$ cat config.mk
export PLATFORM = sky130hd
export DESIGN_NAME = router_pkt_tx_flat
export DESIGN_NICKNAME = d
export VERILOG_FILES = /design/src/rtl/router_pkt_tx_if.sv /design/src/rtl/router_pkt_tx.sv /design/src/flat_wrapper.sv
export SDC_FILE = /design/constraint.sdc
export NUM_CORES = 1
export LEC_CHECK = 0
export ABC_AREA = 1
export CAP_MARGIN = 20
export CORE_UTILIZATION = 30
export CTS_CLUSTER_SIZE = 28
export DETAILED_ROUTE_END_ITERATION = 8
export HOLD_SLACK_MARGIN = 0.12
export PLACE_DENSITY = 0.43
export SYNTH_ARGS = -nofsm -noshare
export SYNTH_HDL_FRONTEND = slang
export SYNTH_SLANG_ARGS = --single-unit
$ cat constraint.sdc
create_clock -name clock -period 5.19 [get_ports clock]
set_clock_uncertainty 0.15 [all_clocks]
set_input_delay 1.2975 -clock clock [delete_from_list [all_inputs] [get_ports clock]]
set_output_delay 1.2975 -clock clock [all_outputs]
set_load 0.01 [all_outputs]
$ cat src/rtl/router_pkt_tx_if.sv
// Router input-port bus between the packet transmitter and the router.
//   data_out  : byte presented to the router data_in
//   pkt_valid : packet-valid qualifier for header and payload bytes
//   busy      : router back-pressure; a byte is accepted only while low
// Modports: master = transmitter side, slave = router side.
interface router_pkt_tx_if;
    logic [7:0] data_out;
    logic       pkt_valid;
    logic       busy;

    modport master (output data_out, output pkt_valid, input busy);
    modport slave  (input data_out, input pkt_valid, output busy);
endinterface

$ cat src/rtl/router_pkt_tx.sv
// Packet transmitter feeding the router input port.
// A payload is loaded into an internal buffer while idle.
// On start, the block sends three things in order:
//   - a header byte {length[5:0], dest[1:0]}
//   - the payload bytes
//   - an even-XOR parity byte over header and payload
// The router's busy signal stalls the sequence one byte at a time.
//
// Ports:
//   clock, reset : clock and asynchronous active-high reset
//   ld_en/ld_data: load one payload byte (IDLE only, ignored when full)
//   ld_count     : bytes loaded;  ld_full: ld_count == MAX_LEN
//   start/dest   : transmit request and destination (3 is illegal)
//   abort        : drop the packet in flight and empty the buffer
//   tx_active    : high outside IDLE;  done: pulse after the parity byte
//   err          : pulse for a rejected start
//   rtr          : router bus (data_out, pkt_valid, busy)
//
// Optional feature, macro ROUTER_TX_PARITY_INJ_EN:
//   Adds the input inj_err. When inj_err is high at the accepted start,
//   bit 0 of that packet's parity byte is inverted.
module router_pkt_tx #(
    parameter int MAX_LEN = 63
) (
    input  logic       clock,
    input  logic       reset,
    input  logic       ld_en,
    input  logic [7:0] ld_data,
    output logic [5:0] ld_count,
    output logic       ld_full,
    input  logic       start,
    input  logic [1:0] dest,
    input  logic       abort,
    output logic       tx_active,
    output logic       done,
    output logic       err,
`ifdef ROUTER_TX_PARITY_INJ_EN
    input  logic       inj_err,
`endif
    router_pkt_tx_if.master rtr
);

    typedef enum logic [2:0] {
        ST_IDLE    = 3'd0,
        ST_HEADER  = 3'd1,
        ST_PAYLOAD = 3'd2,
        ST_PARITY  = 3'd3,
        ST_DONE    = 3'd4
    } state_t;

    state_t     state_r, state_nxt;
    logic [7:0] data_r, data_nxt;
    logic       valid_r, valid_nxt;
    logic [5:0] rd_ptr_r, rd_ptr_nxt;
    logic [5:0] ld_count_r, ld_count_nxt;
    logic [7:0] par_r, par_nxt;
    logic       err_r, err_nxt;
    logic       inj_r, inj_nxt;
    logic       wr_en_s;
    logic       ld_full_s;
    logic       start_ok_s;
    logic [7:0] header_s;
    logic [7:0] par_out_s;

    logic [7:0] buf_mem [0:MAX_LEN-1];

    assign ld_full_s  = (ld_count_r == 6'(MAX_LEN));
    assign start_ok_s = (ld_count_r != 6'd0) && (dest != 2'b11);
    assign header_s   = {ld_count_r, dest};
    assign par_out_s  = par_r ^ {7'd0, inj_r};

    // Next-state and next-output decode for the transmit FSM.
    always_comb begin
        state_nxt    = state_r;
        data_nxt     = data_r;
        valid_nxt    = valid_r;
        rd_ptr_nxt   = rd_ptr_r;
        ld_count_nxt = ld_count_r;
        par_nxt      = par_r;
        err_nxt      = 1'b0;
        inj_nxt      = inj_r;
        wr_en_s      = 1'b0;

        case (state_r)
            ST_IDLE: begin
                // start has priority over a same-cycle load
                if (start) begin
                    if (start_ok_s) begin
                        state_nxt = ST_HEADER;
                        data_nxt  = header_s;
                        valid_nxt = 1'b1;
                        par_nxt   = par_r ^ header_s;
`ifdef ROUTER_TX_PARITY_INJ_EN
                        inj_nxt   = inj_err;
`else
                        inj_nxt   = 1'b0;
`endif
                    end else begin
                        err_nxt = 1'b1;
                    end
                end else if (ld_en && !ld_full_s) begin
                    wr_en_s      = 1'b1;
                    ld_count_nxt = ld_count_r + 6'd1;
                    par_nxt      = par_r ^ ld_data;
                end else begin
                    state_nxt = ST_IDLE;
                end
            end
            ST_HEADER: begin
                if (abort) begin
                    state_nxt    = ST_IDLE;
                    data_nxt     = 8'd0;
                    valid_nxt    = 1'b0;
                    ld_count_nxt = 6'd0;
                    par_nxt      = 8'd0;
                    inj_nxt      = 1'b0;
                end else if (!rtr.busy) begin
                    state_nxt  = ST_PAYLOAD;
                    rd_ptr_nxt = 6'd0;
                    data_nxt   = buf_mem[0];
                end else begin
                    state_nxt = ST_HEADER;
                end
            end
            ST_PAYLOAD: begin
                if (abort) begin
                    state_nxt    = ST_IDLE;
                    data_nxt     = 8'd0;
                    valid_nxt    = 1'b0;
                    ld_count_nxt = 6'd0;
                    par_nxt      = 8'd0;
                    inj_nxt      = 1'b0;
                end else if (!rtr.busy) begin
                    // pkt_valid drops together with the parity byte
                    if (rd_ptr_r == (ld_count_r - 6'd1)) begin
                        state_nxt = ST_PARITY;
                        data_nxt  = par_out_s;
                        valid_nxt = 1'b0;
                    end else begin
                        rd_ptr_nxt = rd_ptr_r + 6'd1;
                        data_nxt   = buf_mem[rd_ptr_r + 6'd1];
                    end
                end else begin
                    state_nxt = ST_PAYLOAD;
                end
            end
            ST_PARITY: begin
                if (abort) begin
                    state_nxt    = ST_IDLE;
                    data_nxt     = 8'd0;
                    valid_nxt    = 1'b0;
                    ld_count_nxt = 6'd0;
                    par_nxt      = 8'd0;
                    inj_nxt      = 1'b0;
                end else if (!rtr.busy) begin
                    state_nxt = ST_DONE;
                    data_nxt  = 8'd0;
                end else begin
                    state_nxt = ST_PARITY;
                end
            end
            ST_DONE: begin
                state_nxt    = ST_IDLE;
                ld_count_nxt = 6'd0;
                par_nxt      = 8'd0;
                inj_nxt      = 1'b0;
            end
            default: begin
                state_nxt    = ST_IDLE;
                data_nxt     = 8'd0;
                valid_nxt    = 1'b0;
                ld_count_nxt = 6'd0;
                par_nxt      = 8'd0;
                inj_nxt      = 1'b0;
            end
        endcase
    end

    // State and registered-output update with asynchronous reset.
    always_ff @(posedge clock or posedge reset) begin
        if (reset) begin
            state_r    <= ST_IDLE;
            data_r     <= 8'd0;
            valid_r    <= 1'b0;
            rd_ptr_r   <= 6'd0;
            ld_count_r <= 6'd0;
            par_r      <= 8'd0;
            err_r      <= 1'b0;
            inj_r      <= 1'b0;
        end else begin
            state_r    <= state_nxt;
            data_r     <= data_nxt;
            valid_r    <= valid_nxt;
            rd_ptr_r   <= rd_ptr_nxt;
            ld_count_r <= ld_count_nxt;
            par_r      <= par_nxt;
            err_r      <= err_nxt;
            inj_r      <= inj_nxt;
        end
    end

    // Payload storage; emptiness is tracked by ld_count, so no reset is needed.
    always_ff @(posedge clock) begin
        if (wr_en_s) begin
            buf_mem[ld_count_r] <= ld_data;
        end
    end

    assign rtr.data_out  = data_r;
    assign rtr.pkt_valid = valid_r;
    assign ld_count      = ld_count_r;
    assign ld_full       = ld_full_s;
    assign tx_active     = (state_r != ST_IDLE);
    assign done          = (state_r == ST_DONE);
    assign err           = err_r;

endmodule

$ cat src/flat_wrapper.sv
// flat-port wrapper written by rule: the top's interface ports become plain ports
module router_pkt_tx_flat 
#(
    parameter int MAX_LEN = 63
)
  (clock, reset, ld_en, ld_data, ld_count, ld_full, start, dest, abort, tx_active, done, err, rtr_data_out, rtr_pkt_valid, rtr_busy);
  router_pkt_tx_if rtr_i ();
  input  logic clock;
  input  logic reset;
  input  logic ld_en;
  input  logic [7:0] ld_data;
  output logic [5:0] ld_count;
  output logic ld_full;
  input  logic start;
  input  logic [1:0] dest;
  input  logic abort;
  output logic tx_active;
  output logic done;
  output logic err;
  output wire logic [$bits(rtr_i.data_out)-1:0] rtr_data_out;
  output wire logic [$bits(rtr_i.pkt_valid)-1:0] rtr_pkt_valid;
  input wire logic [$bits(rtr_i.busy)-1:0] rtr_busy;
  assign rtr_data_out = rtr_i.data_out;
  assign rtr_pkt_valid = rtr_i.pkt_valid;
  assign rtr_i.busy = rtr_busy;
  router_pkt_tx #(.MAX_LEN(MAX_LEN)) u_core (.clock(clock), .reset(reset), .ld_en(ld_en), .ld_data(ld_data), .ld_count(ld_count), .ld_full(ld_full), .start(start), .dest(dest), .abort(abort), .tx_active(tx_active), .done(done), .err(err), .rtr(rtr_i));
endmodule
==> results of run 1 <==
-- state kept, by name, summed over array words and instances (netlist names) --
register              cells
u_core.rtr.data_out       8
u_core.buf_mem          504
u_core.rtr.pkt_valid      1
u_core.state_r            3
u_core.par_r              8
u_core.ld_count           6
u_core.err                1
u_core.rd_ptr_r           6
-- worst max-delay path: cells and delay by family, from the launching register on --
family                 cells  cell delay, ns
flip-flops                 1            0.76
buffers and inverters      1            0.56
AND/OR/NAND/NOR            2            0.56
-- layer usage --
layer / track usage, % / up-vias
met1: 25.1 / 7463
met3: 2.37 / 92
li1: - / 7121
met5: 0 / -
met4: 5.88 / 0
met2: 29.6 / 478
-- report_power, final --
group / internal (W) / switching, W / leakage [nW]
sequential: 0.00485 / 0.000118 / 4.96
combinational: 0.00106 / 0.00279 / 3.29
clock: 0.00265 / 0.00174 / 0.973
-- cell type report --
class                      instances  area, um2
multi-input combinational       1311       5930
tap                              969       1210
clock buffer                      79       1590
inverter                          56        218
fill                            7533      48600
timing repair buffer              71        666
clock inverter                    33        430
sequential                       537      16000
-- cell families (layout without fill, tap and decap cells) --
logic type	after synthesis	in the layout	share of synthesized area (%)
xor+xnor	9	9	0.498
simple gates	1236	1236	23.7
fa+ha+maj	3	3	0.166
compound gates	63	63	1.65
buf+inv	170	239	3.43
flops	537	537	70.5
-- path summary, 6_finish.rpt --
kind,from,end,slack [ns],cells after the start
hold / removal,u_core.rtr.data_out[6],u_core.rtr.data_out[6],0.33,2
max in group asynchronous,reset,u_core.rd_ptr_r[0],3.24,3
min in group asynchronous,reset,u_core.par_r[0],0.92,2
setup / recovery,u_core.ld_count[4],ld_full,1.24,3
setup reg to reg,u_core.state_r[0],u_core.buf_mem[43][2],1.29,9
hold reg to reg,u_core.rtr.data_out[6],u_core.rtr.data_out[6],0.33,2
-- layout by cell type, fill, tap and decap left out, types with 4 or more instances in the layout --
cell / instances
a21oi_1: 19
buf_12: 7
dfrtp_1: 32
inv_1: 37
nor2_1: 88
clkbuf_16: 61
clkbuf_1: 18
buf_2: 8
xnor2_1: 4
edfxtp_1: 504
o21ai_1: 12
clkinvlp_4: 4
nand4_1: 8
o21ai_0: 11
buf_4: 30
o22ai_1: 5
nand3_1: 487
inv_2: 17
clkdlybuf4s50_1: 26
nand2_1: 627
nor2_4: 5
clkinv_2: 7
bufinv_16: 10
nand3_2: 4
nor3_1: 6
clkinv_1: 9
a22oi_1: 8
-- per-stage QoR --
step | hold slack, ns | cells | util [%] | power [W]
final | 0.328 | 3056 | 34.9 | 0.0132
after global routing | 0.354 | 3056 | 34.9 | 0.0139
after CTS | 0.337 | 3056 | 34.9 | 0.0133
after detailed placement | 0.320 | 2944 | 32.2 | 0.00893
after global placement | 0.320 | 2944 | 32.2 | 0.00894
after floorplan | 0.342 | 2018 | - | 0.00745
==> metrics.cfg, run 1 <==
[outcome]
status = finished, final reports clean

[floorplan]
start_util_pct = 30.4
coreArea_mm2 = 0.0746
die_area_mm2 = 0.0765
fp-row-count = 100
io_pins = 35
die_height_um = 277
chipWidth_um = 277

[setup_path]
critPathCaptureType = output pin
crit_fanout = 10
timing.critical_path.required_ns = 3.74
cp_slowest_cell = dfrtp_1
path_class = flop to output pin
cp-start-kind = flop
path_cells = nand2_1 -> nor2_1 -> clkdlybuf4s50_1
cp.arrival_ns = 2.51
max_stage_delay_ns = 0.76

[clock_tree]
cts_root_buf = clkbuf_16
cts-hold-fix-buffers = 0
cts_sinks = 537
cts_tree = built
clk_path_buf_depth = 3
clkTransAtPathRegs_ns = 0.06
cts_made_buffers = 60
clkLatencyLatePin_ns = 0.62
cts_setup_buffers = 0
htreeDepth = 2
cts_resized = 0

[placed_design]
placed_area_mm2 = 0.0240
place_congestion = 0.817
place_hpwl_mm = 43.7
dp_slack_ns = 0.767
io_buffers = 34

[detailed_routing]
dr.pass1.iters = 5
wire_per_inst_um = 22.7
drt_iter0_drc = 1479
drcViolationCount = 0
routed_wirelength_mm = 69.4
wl_met1_mm = 31.4
vias = 15200
dr_wl_met2_mm = 32.5
wl_met3_mm = 3.69
routed.top_layer = met4
vias_per_cell = 4.96
ant_nets = 0

[synthesis]
syn-mean-instance-area_um2 = 11.2
yosys_most_used_dff = edfxtp_1
synth_edf_count = 504
ys_warn_count = 0
syn_nets = 2037
syn_area_mm2 = 0.0226
yosys-top-cells-count = nand2_1 (628), edfxtp_1 (504), nand3_1 (487)
synthTopCellsByArea = edfxtp_1 (67%), nand3_1 (11%), nand2_1 (10%), dfrtp_1 (3.6%), buf_2 (1.6%)
synth_top_area_cell = edfxtp_1
yosysMostFrequentCell = nand2_1
syn_inst = 2018
synthArstFlopShare_pct = 6.15
synth.top_cell.area_share_pct = 66.9
synth_seq_area_share_pct = 70.5
ys_ff_latch = 537
synth.distinct_cells = 39

[grt]
grt_pass1_vias = 15100
grt_max_degree = 136
grt_first_pass_wirelength_mm = 102
grt_overflow = 0
grt_usage_pct = 18.2
antenna_found_initial = 0

[sta]
hold_violations = 0
layout_min_cycle_time_ns = 3.95
worst_pin_slew_ns = 1.11
post-route-period-util_pct = 76.2
fin_tns_setup_ns = 0
finalSetupViolations = 0
max_freq_mhz = 253
rsz0062_at_grt = no
setup_ws_ns = 1.24
relSlewSlack_pct = 25.9
slew_viol_final = 0

[layout]
final_nets = 2056
diodes = 0
finalInstanceArea_mm2 = 0.0260
drive_above_1_share_pct = 8.48
syn2layout_area_growth_pct = 14.9

[power_and_ir_drop]
power.density_mw_per_mm2 = 508
peakVddDrop_uv = 292
p_leak_nw = 9.22

[job]
cap_violations = 0

[worst_hold_path]
hp-class = flop to flop

Note: power is estimated with default switching activity, not from simulation.
==> run 2: changes to the inputs <==
- clock period: 5.19 -> 3.8 ns (I/O delays scaled with it)
==> metrics.cfg, run 2 (synthesis results as in run 1) <==
[clock_tree]
cts_sinks = 537
clkTransAtPathRegs_ns = 0.06
cts_setup_buffers = 0
cts_made_buffers = 60
htreeDepth = 2
clk_path_buf_depth = 3
clkLatencyLatePin_ns = 0.62
cts_tree = built
cts_root_buf = clkbuf_16
cts_resized = 0
cts-hold-fix-buffers = 0

[grt]
grt_usage_pct = 18.5
grt_max_degree = 140
grt_overflow = 0
antenna_found_initial = 0
grt_pass1_vias = 15800
grt_first_pass_wirelength_mm = 105

[sta]
max_freq_mhz = 291
worst_pin_slew_ns = 0.904
finalSetupViolations = 0
relSlewSlack_pct = 39.6
holdWs_ns = 0.342
hold_violations = 0
post-route-period-util_pct = 90.5
fin_tns_setup_ns = 0
layout_min_cycle_time_ns = 3.44
setup_ws_ns = 0.360
rsz0062_at_grt = no
slew_viol_final = 0

[power_and_ir_drop]
intPower_w = 0.0119
peakVddDrop_uv = 409
switchingPower_w = 0.00649
power.clock.fraction_pct = 33.5
power.density_mw_per_mm2 = 688
power_frac_comb_pct = 29.9
switching_share_pct = 35.2
p_leak_nw = 9.74
pwr-share-seq_pct = 36.7
total_power_w = 0.0184

[setup_path]
cp.arrival_ns = 2.34
path_class = flop to output pin
timing.critical_path.required_ns = 2.70
cp-start-kind = flop
r2r_slack_ns = 0.44
r2r-start = u_core.rd_ptr_r[0]
crit_fanout = 8
critPathCaptureType = output pin
reg2reg_depth = 11
r2r_end = u_core.rd_ptr_r[4]

[layout]
largest_register_ffs = 504
regMostFlops = u_core.buf_mem
syn2layout_area_growth_pct = 18.4
final_common_cell = nand2_1
layout_common_cells = nand2_1 (627), edfxtp_1 (504), nand3_1 (487), buf_4 (111), nor2_1 (88)
drive_above_1_share_pct = 12.1
final_cells = 3145
final_nets = 2143

[floorplan]
io_pins = 35
chipWidth_um = 277
start_util_pct = 30.4
die_height_um = 277
coreArea_mm2 = 0.0746
fp-row-count = 100
die_area_mm2 = 0.0765

[worst_hold_path]
holdPathEnd = u_core.rtr.data_out[2]
min-delay-start = u_core.rtr.data_out[2]
holdPathStages = 2
hp-class = flop to flop

[detailed_routing]
drt_iter0_drc = 1213
wire_per_inst_um = 22.6
drcViolationCount = 0
vias = 15600
dr.pass1.iters = 5
ant_nets = 0
vias_per_cell = 4.96
routed_wirelength_mm = 71.2

[placed_design]
placed_cells = 3031
io_buffers = 34
place_congestion = 0.849
dp_slack_ns = 0.358
place_hpwl_mm = 44.8

[outcome]
status = finished, final reports clean

[job]
cap_violations = 0

==> run 2: changes by cell type in the layout (fill, tap and decap cells not counted) <==
cell	previous run	this run
buf_4	30	111
clkinv_1	9	19
clkbuf_1	18	9
buf_12	7	13
bufinv_16	10	13
clkinvlp_4	4	1
inv_6	1	3
inv_8	2	0
clkbuf_16	61	60
clkinv_2	7	8
clkinv_4	1	0
clkinv_8	0	1
diode_2	0	1
==> run 2: worst max-delay path by stage <==
stage                       startpoint                    end  slack (ns)
finish              u_core.ld_count[1]                ld_full        0.36
floorplan                        start  u_core.buf_mem[24][0]        0.99
global route        u_core.rd_ptr_r[0]     u_core.rd_ptr_r[4]        0.19
global placement    u_core.rd_ptr_r[0]     u_core.rd_ptr_r[4]        0.36
CTS                 u_core.ld_count[1]                ld_full        0.31
detailed placement  u_core.rd_ptr_r[0]     u_core.rd_ptr_r[3]        0.36
==> run 2: power groups by stage <==
stage | registers (W) | logic, W | clock network [W]
6_report | 0.00676 | 0.00551 | 0.00617
5_1_grt | 0.00677 | 0.00604 | 0.00648
4_1_cts | 0.00676 | 0.00557 | 0.00629
3_5_place_dp | 0.00688 | 0.00556 | 0
3_3_place_gp | 0.00688 | 0.00559 | 0
2_1_floorplan | 0.00685 | 0.00333 | 0
==> run 2: per-layer routing <==
layer	track usage, %	share of wire [%]	vias to the layer above
met5	0	0	-
met2	31.3	49	424
met3	2.19	4.8	115
li1	-	-	7297
met4	6.35	3.0	0
met1	24.6	44	7765
==> run 2: metrics by stage <==
stage	utilization, %	area, um2
2_1_floorplan	-	22600
3_3_place_gp	33.1	24700
3_5_place_dp	33.1	24700
4_1_cts	35.9	26800
5_1_grt	35.9	26800
6_report	35.9	26800
==> run 2: cell type report <==
class,count,area [um2]
Fill cell,7402,47800
Sequential cell,537,16000
Multi-Input combinational cell,1311,5930
Clock buffer,69,1540
Timing Repair Buffer,158,1390
Tap cell,969,1210
Clock inverter,44,543
Inverter,56,218
Antenna cell,1,2.50
==> run 2: worst max-delay path: stages, from the launching register on <==
cell and delay, ns:
dfrtp_1 0.59, ha_1 0.27, nand3_1 0.16, nor2_1 0.15, clkdlybuf4s50_1 0.56
==> run 3: changes to the inputs <==
- PLACE_DENSITY: 0.43 -> 0.53
- SKIP_LAST_GASP: unset -> 1
==> metrics.cfg, run 3 (synthesis results as in run 1) <==
[setup_path]
cp.arrival_ns = 2.42
max_stage_delay_ns = 0.64
critPathTopFamily = flip-flops
critPathCaptureType = output pin
path_cells = ha_1 -> nand3_1 -> nor2_1 -> clkdlybuf4s50_1
path_buf_inv = 1
cp_slowest_cell = dfrtp_1
cp-start-kind = flop
timing.critical_path.required_ns = 2.70
path_class = flop to output pin
crit_fanout = 8

[floorplan]
fp-row-count = 100
start_util_pct = 30.4
chipWidth_um = 277
coreArea_mm2 = 0.0746
die_area_mm2 = 0.0765
die_height_um = 277
io_pins = 35

[sta]
worst_pin_slew_ns = 1.03
slew_viol_final = 0
post-route-period-util_pct = 92.6
fin_tns_setup_ns = 0
hold_violations = 0
finalSetupViolations = 0
holdWs_ns = 0.331
layout_min_cycle_time_ns = 3.52
max_freq_mhz = 284
relSlewSlack_pct = 31.7
rsz0062_at_grt = no
setup_ws_ns = 0.282

[detailed_routing]
drcViolationCount = 0
vias = 15600
drt_iter0_drc = 1620
ant_nets = 0
routed_wirelength_mm = 65.1
vias_per_cell = 4.99
dr.pass1.iters = 8
wire_per_inst_um = 20.8

[clock_tree]
cts_setup_buffers = 0
clkLatencyLatePin_ns = 0.61
clk_path_buf_depth = 3
clkTransAtPathRegs_ns = 0.06
cts-hold-fix-buffers = 0
cts_root_buf = clkbuf_16
htreeDepth = 2
cts_resized = 0
cts_sinks = 537
cts_tree = built
cts_made_buffers = 55

[grt]
grt_max_degree = 98
grt_pass1_vias = 15400
grt_overflow = 0
grt_usage_pct = 16.8
grt_first_pass_wirelength_mm = 97.5
antenna_found_initial = 0

[layout]
largest_register_ffs = 504
regMostFlops = u_core.buf_mem
diodes = 0
final_common_cell = nand2_1
final_nets = 2134
syn2layout_area_growth_pct = 17.6
drive_above_1_share_pct = 12.0
layout_common_cells = nand2_1 (627), edfxtp_1 (504), nand3_1 (487), buf_4 (107), nor2_1 (88)

[power_and_ir_drop]
p_leak_nw = 9.66
total_power_w = 0.0177
power.density_mw_per_mm2 = 666
peakVddDrop_uv = 437

[placed_design]
io_buffers = 34
place_hpwl_mm = 41.2
dp_slack_ns = 0.508
place_congestion = 0.875

[job]
cap_violations = 0

[worst_hold_path]
hp-class = flop to flop

[outcome]
status = finished, final reports clean

-- run 3: cell count changes in the layout (fill, tap and decap cells not counted), sizes merged --
cell      previous run  this run
clkinvlp             1         5
bufinv              13         9
buf                132       128
clkbuf              69        70
diode                1         0
inv                 58        56
clkinv              28        18
-- run 3: power breakdown --
group / total (W) / switching, W / internal, W
clock network: 0.00577 / 0.00228 / 0.00349
registers: 0.00677 / 0.000140 / 0.00663
logic: 0.00520 / 0.00366 / 0.00154
-- run 3: through the flow --
stage	area, um2	cells	utilization, %
4_1_cts	26600	3129	35.7
2_1_floorplan	22600	2018	-
5_1_grt	26600	3129	35.7
3_3_place_gp	24700	3027	33.1
6_report	26600	3129	35.7
3_5_place_dp	24700	3027	33.1
-- run 3: worst min-delay path: stages (launching register included) --
cell and delay, ns:
dfrtp_1 0.34, nand2_1 0.05, nand2_1 0.06
-- run 3: area by class of cell --
type | instances | area [um2]
Clock buffer | 70 | 1560
Fill cell | 7381 | 47900
Sequential cell | 537 | 16000
Clock inverter | 32 | 387
Timing Repair Buffer | 154 | 1360
Inverter | 56 | 218
Tap cell | 969 | 1210
Multi-Input combinational cell | 1311 | 5920
-- run 3: worst paths after layout --
kind / startpoint / endpoint / slack, ns / cells past startpoint
worst max-delay path: u_core.ld_count[1] / ld_full / 0.28 / 4
worst min-delay path: u_core.rtr.data_out[1] / u_core.rtr.data_out[1] / 0.33 / 2
worst max register to register: u_core.rd_ptr_r[0] / u_core.rtr.data_out[1] / 0.62 / 14
worst min register to register: u_core.rtr.data_out[1] / u_core.rtr.data_out[1] / 0.33 / 2
max in group asynchronous: reset / u_core.rd_ptr_r[0] / 2.12 / 2
min in group asynchronous: reset / u_core.par_r[6] / 0.69 / 2
-- run 3: per-layer routing --
layer	part of all wire (%)	global-route usage [%]	up-vias	wire length, um
met1	43	22.7	7611	28100
met2	47	27.6	599	30800
met5	0	0	-	0
met3	6.6	2.53	127	4270
met4	3.1	5.77	0	1990
li1	-	-	7275	-
